--- src/rtl/mem_port_arbiter.sv ---
// Byte-wide RAM port arbiter between instruction fetch and load/store, serialising multi-byte accesses.
// Define MEM_PORT_ARB_RR_EN for round-robin tie-break; default is fixed MEM priority.
module mem_port_arbiter #(
    parameter int ADDR_W     = 32,
    parameter int RAM_RD_LAT = 1
) (
    input  logic              clk,
    input  logic              rst,
    input  logic              rdy,
    input  logic              if_req_i,
    input  logic [ADDR_W-1:0] if_addr_i,
    input  logic              if_cancel_i,
    output logic              if_done_o,
    output logic [31:0]       if_data_o,
    input  logic              mem_req_i,
    input  logic              mem_we_i,
    input  logic [ADDR_W-1:0] mem_addr_i,
    input  logic [1:0]        mem_len_i,
    input  logic [31:0]       mem_wdata_i,
    output logic              mem_done_o,
    output logic [31:0]       mem_rdata_o,
    output logic [ADDR_W-1:0] ram_a,
    output logic              ram_wr,
    output logic [7:0]        ram_dout,
    input  logic [7:0]        ram_din,
    output logic              busy_o
);
    typedef enum logic [1:0] {IDLE, IF_RD, MEM_RD, MEM_WR} state_t;

    localparam logic [2:0] LAT = 3'(RAM_RD_LAT);

    state_t      state;
    logic [2:0]  cnt;
    logic [2:0]  last_idx;
    logic [2:0]  mem_last;
    logic [31:0] asm_q;
    logic [31:0] asm_next;
    logic [31:0] wdata_q;
    logic        wr_q;
    logic        rdy_q;
    logic [7:0]  din_hold;
    logic [7:0]  byte_in;
    logic [1:0]  rd_idx;
    logic [1:0]  wr_idx;
    logic        grant_mem;
    logic        grant_if;
    logic        idle_ok;

    // No new grant in the cycle a done pulse is being presented.
    assign idle_ok = !if_done_o && !mem_done_o;

`ifdef MEM_PORT_ARB_RR_EN
    logic last_mem;

    always_ff @(posedge clk) begin
        if (rst) begin
            last_mem <= 1'b0;
        end else if (rdy && state == IDLE && idle_ok) begin
            if (grant_mem) begin
                last_mem <= 1'b1;
            end else if (grant_if) begin
                last_mem <= 1'b0;
            end
        end
    end

    assign grant_mem = mem_req_i && !(if_req_i && !if_cancel_i && last_mem);
`else
    assign grant_mem = mem_req_i;
`endif

    assign grant_if = !grant_mem && if_req_i && !if_cancel_i;

    always_comb begin
        case (mem_len_i)
            2'd0:    mem_last = 3'd0;
            2'd1:    mem_last = 3'd1;
            default: mem_last = 3'd3;
        endcase
    end

    // The RAM keeps reading the frozen address while rdy is low, so the byte that
    // was on ram_din when the freeze began is held and used on resume.
    always_ff @(posedge clk) begin
        if (rst) begin
            rdy_q    <= 1'b0;
            din_hold <= '0;
        end else begin
            rdy_q <= rdy;
            if (rdy_q) begin
                din_hold <= ram_din;
            end
        end
    end

    assign byte_in = rdy_q ? ram_din : din_hold;
    assign rd_idx  = 2'(cnt - LAT);
    assign wr_idx  = 2'(cnt + 3'd1);

    always_comb begin
        asm_next = asm_q;
        if (cnt >= LAT) begin
            asm_next[{rd_idx, 3'b000} +: 8] = byte_in;
        end
    end

    always_ff @(posedge clk) begin
        if (rst) begin
            state       <= IDLE;
            cnt         <= '0;
            last_idx    <= '0;
            asm_q       <= '0;
            wdata_q     <= '0;
            wr_q        <= 1'b0;
            ram_a       <= '0;
            ram_dout    <= '0;
            if_done_o   <= 1'b0;
            if_data_o   <= '0;
            mem_done_o  <= 1'b0;
            mem_rdata_o <= '0;
        end else if (rdy) begin
            if_done_o  <= 1'b0;
            mem_done_o <= 1'b0;
            case (state)
                IDLE: begin
                    wr_q <= 1'b0;
                    if (idle_ok) begin
                        cnt   <= '0;
                        asm_q <= '0;
                        if (grant_mem) begin
                            ram_a    <= mem_addr_i;
                            last_idx <= mem_last;
                            wdata_q  <= mem_wdata_i;
                            if (mem_we_i) begin
                                state    <= MEM_WR;
                                wr_q     <= 1'b1;
                                ram_dout <= mem_wdata_i[7:0];
                            end else begin
                                state <= MEM_RD;
                            end
                        end else if (grant_if) begin
                            ram_a    <= if_addr_i;
                            last_idx <= 3'd3;
                            state    <= IF_RD;
                        end
                    end
                end
                IF_RD, MEM_RD: begin
                    if (state == IF_RD && if_cancel_i) begin
                        state <= IDLE;
                    end else begin
                        asm_q <= asm_next;
                        cnt   <= cnt + 3'd1;
                        if (cnt < last_idx) begin
                            ram_a <= ram_a + ADDR_W'(1);
                        end
                        if (cnt == last_idx + LAT) begin
                            state <= IDLE;
                            if (state == IF_RD) begin
                                if_done_o <= 1'b1;
                                if_data_o <= asm_next;
                            end else begin
                                mem_done_o  <= 1'b1;
                                mem_rdata_o <= asm_next;
                            end
                        end
                    end
                end
                MEM_WR: begin
                    if (cnt == last_idx) begin
                        wr_q       <= 1'b0;
                        mem_done_o <= 1'b1;
                        state      <= IDLE;
                    end else begin
                        cnt      <= cnt + 3'd1;
                        ram_a    <= ram_a + ADDR_W'(1);
                        ram_dout <= wdata_q[{wr_idx, 3'b000} +: 8];
                    end
                end
                default: state <= IDLE;
            endcase
        end
    end

    assign ram_wr = wr_q && rdy;
    assign busy_o = (state != IDLE);

endmodule

--- config.mk ---
export PLATFORM = sky130hd
export DESIGN_NAME = mem_port_arbiter
export DESIGN_NICKNAME = d
export VERILOG_FILES = /design/src/rtl/mem_port_arbiter.sv
export SDC_FILE = /design/constraint.sdc
export NUM_CORES = 1
export LEC_CHECK = 0
export CORE_MARGIN = 5
export CORE_UTILIZATION = 54
export DETAILED_ROUTE_END_ITERATION = 8
export PLACE_DENSITY = 0.87
export SYNTH_ARGS = -nofsm -noshare
export SYNTH_HDL_FRONTEND = slang
export SYNTH_SLANG_ARGS = --single-unit
--- constraint.sdc ---
create_clock -name clk -period 3.91 [get_ports clk]
set_clock_uncertainty 0.05 [all_clocks]
set_input_delay 0.5865 -clock clk [delete_from_list [all_inputs] [get_ports clk]]
set_output_delay 0.5865 -clock clk [all_outputs]
set_load 0.01 [all_outputs]
==> impl_results.md <==
- Worst Path Buf+Inv: 1
- Initial DRT Pass Iterations: 7
- Element type at the critical path end: register
- Hold Crit Start: wdata_q[9]$_SDFFE_PP0P_
- CTS tree: yes
- Nets: 1317
- Skew-Pair Late Insertion Delay: 0.43 ns
- FMAX: 0.335 GHz
- Syn nets: 1146
- Share of layout cells above drive strength 1: 0.0723
- Worst Hold Class: reg2reg
- Post-synth EDFFs: 0
- CP top delay family: compound AO/OA/AOI/OAI gates
- Die H: 138 µm
- Placed cells: 1388
- Worst stage delay on the critical path: 0.67 ns
- Count of hold-fix buffers inserted at cts: 0
- Startpoint types: register
- Htree depth: 4
- Peak VDD IR: 0.000312 V
- Ys Warns: 0
- Worst path most repeated cell: a2bb2oi_1
- DR top layer: met4
- Setup TNS: 0 ns
- ANT nets after route: 0
- Initial Utilization: 0.555
- Post-cts sizing count: 0
- Rows: 46
- # setup viols final: 0
- Slew Viols, Final: 0
- Synth Area per Inst: 8.70 µm²
- Synthesized cell area: 8870 µm²
- Clock Path Buffers: 2
- FF-to-FF End: asm_q[24]$_SDFFE_PP0P_
- Chip Width: 138 µm
- CP endpoint: asm_q[24]$_SDFFE_PP0P_
- Vias post-DR: 8431
- DRT met1 WL: 10900 µm
- RSZ-0062 raised after global routing: no
- Setup CP Type: reg2reg
- WL met2: 12500 µm
- Mapped Cells: 1020
- Antenna violations before repair: 0
- Final setup margin: 0.928 ns
- Drt drc: 0
- Headroom to the max-slew limit: 0.449
- Worst slack, placed: 0.881 ns
- WL met3: 1630 µm
- Fin crit period: 2.98 ns
- Required @ worst endpoint: 4.16 ns
- Clk Tree Root Cell: clkbuf_16
- Port bufs: 220
- PwrDens: 413 nW/µm²
- Core box area: 16000 µm²
- Most used DFF post-synth: dfxtp_1
- CP startpoint: cnt[1]$_SDFFE_PP0P_
- Synth async-reset ratio: 0
- Maxcap violations: 0
- Design Area, Final: 11700 µm²
- Critical Path Stages: 7
- Worst hold slack: 0.410 ns
- Seq/Total Area, Yosys: 0.422
- Crit-path cells: inv_1 -> ha_1 -> o41ai_4 -> or4_1 -> a2bb2oi_1 -> a2bb2oi_1 -> nor2_1
- First-pass GRT wire length: 41700 µm
- WL/cell: 18.1 µm
- Hold Violations, Final: 0
- CP Max Fanout: 15
- Crit share post-route: 0.763
- Iter 0 DRT Violations: 627
- Detailed Route WL: 25700 µm
- Ports: 221
- Worst path slowest cell: dfxtp_1
- Dpl cell area: 11100 µm²
- Arr. time, crit path: 3.23 ns
- Static leakage: 4.10 nW
- Finished Core Util: 0.731
- Grt total ovfl: 0
- Reg2Reg Depth: 7
- CTS sink cnt: 187
- Pwr Total: 4.84 mW
- Largest net degree at the start of global routing: 107
- CTS Buf Count: 17
- Synth cell types: 68
- Area grow syn2layout: 31.9%
- Vias per cell: 5.94
- Outcome: complete, no violations
- Fin cells: 1420
- Number of global-route vias before repair: 8063
- R2R Setup Slk: 0.93 ns
- Total GRT Usage: 0.258
- Clock edge transition at the registers on the reported setup and hold paths: 0.07 ns
- Synth Register Bits: 187
- DIE AREA: 19100 µm²
- Setup bufs post-CTS: 0
- R2r startpoint: cnt[1]$_SDFFE_PP0P_
- Worst Tran Pin Value: 0.820 ns
- Hpwl dp: 18200 µm
- GP Congestion: 0.891
- Ant diodes: 0
-- worst reg2reg max path, cell delays in order, from the launching register on --
cell and delay, ns:
dfxtp_1 0.67, inv_1 0.15, ha_1 0.45, o41ai_4 0.55, or4_1 0.38, a2bb2oi_1 0.35, a2bb2oi_1 0.21, nor2_1 0.05
-- worst min path at each step --
stage	endpoint	slack (ns)	cells past startpoint
6_report	wdata_q[9]$_SDFFE_PP0P_	0.41	2
5_1_grt	wdata_q[13]$_SDFFE_PP0P_	0.43	2
4_1_cts	wdata_q[9]$_SDFFE_PP0P_	0.41	2
3_5_place_dp	wdata_q[9]$_SDFFE_PP0P_	0.40	2
3_3_place_gp	wdata_q[4]$_SDFFE_PP0P_	0.39	2
2_1_floorplan	wdata_q[0]$_SDFFE_PP0P_	0.38	2
-- flip-flops by register name, indices dropped and copies added, names as in the netlist --
name,cells
last_idx,2
if_data_o,32
din_hold,8
wr_q,1
wdata_q,32
rdy_q,1
if_done_o,1
asm_q,32
ram_dout,8
state,2
cnt,3
mem_rdata_o,32
mem_done_o,1
ram_a,32
-- layer usage --
| metal | vias up | global-route usage |
|---|---|---|
| met1 | 4008 | 0.329 |
| met5 | - | 0 |
| met4 | 0 | 0.0853 |
| met2 | 330 | 0.437 |
| li1 | 4037 | - |
| met3 | 56 | 0.0562 |
-- where the power goes --
group          internal (mW)  total (mW)  switching, mW
Sequential              2.00        2.11          0.110
Clock                  0.991        1.74          0.751
Combinational          0.464       0.982          0.518
Total                   3.46        4.84           1.38
-- synthesized netlist by cell type, types with 7 or more instances --
| master | instances | area, µm² |
|---|---|---|
| a2bb2oi_1 | 32 | 280 |
| o22ai_1 | 11 | 68.8 |
| nand4_1 | 18 | 113 |
| mux2_2 | 9 | 101 |
| and3_1 | 9 | 56.3 |
| mux2i_1 | 55 | 551 |
| buf_2 | 20 | 100 |
| mux4_2 | 8 | 180 |
| buf_4 | 7 | 52.6 |
| inv_1 | 20 | 75.1 |
| o31a_1 | 16 | 140 |
| nand2_1 | 123 | 462 |
| clkbuf_1 | 50 | 188 |
| o21ai_0 | 30 | 150 |
| a211oi_1 | 67 | 503 |
| nand3_1 | 18 | 90.1 |
| ha_1 | 13 | 163 |
| nor3_1 | 12 | 60.1 |
| a21oi_1 | 69 | 345 |
| nor2_1 | 144 | 541 |
| a22oi_1 | 8 | 60.1 |
| dfxtp_1 | 187 | 3740 |
-- cell type report --
type                    count  area [µm²]
multi-input cells         727        4670
flip-flops and latches    187        3740
clock buffers              22         464
fillers                  1226        4300
repair buffers            238        2350
clock inverters            10         129
inverters                  20        75.1
well taps                 216         270
-- cell families after synthesis --
group,after synthesis,synth area share
simple gates,359,0.182
fa+ha+maj,13,0.0183
flops,187,0.422
compound gates,281,0.228
mux,72,0.0938
xor+xnor,2,0.00197
buf+inv,106,0.0536
-- layout by cell type, fill, tap and decap left out, types with 12 or more instances in the layout --
cell type / n
ha_1: 12
o31a_1: 16
clkdlybuf4s50_1: 218
mux2i_1: 55
clkbuf_16: 17
nand2_1: 123
o21ai_0: 30
nand3_1: 18
a211oi_1: 67
nor2_1: 144
inv_1: 20
buf_4: 17
a2bb2oi_1: 32
dfxtp_1: 187
nand4_1: 18
a21oi_1: 69
Note: power is estimated with default switching activity, not from simulation.
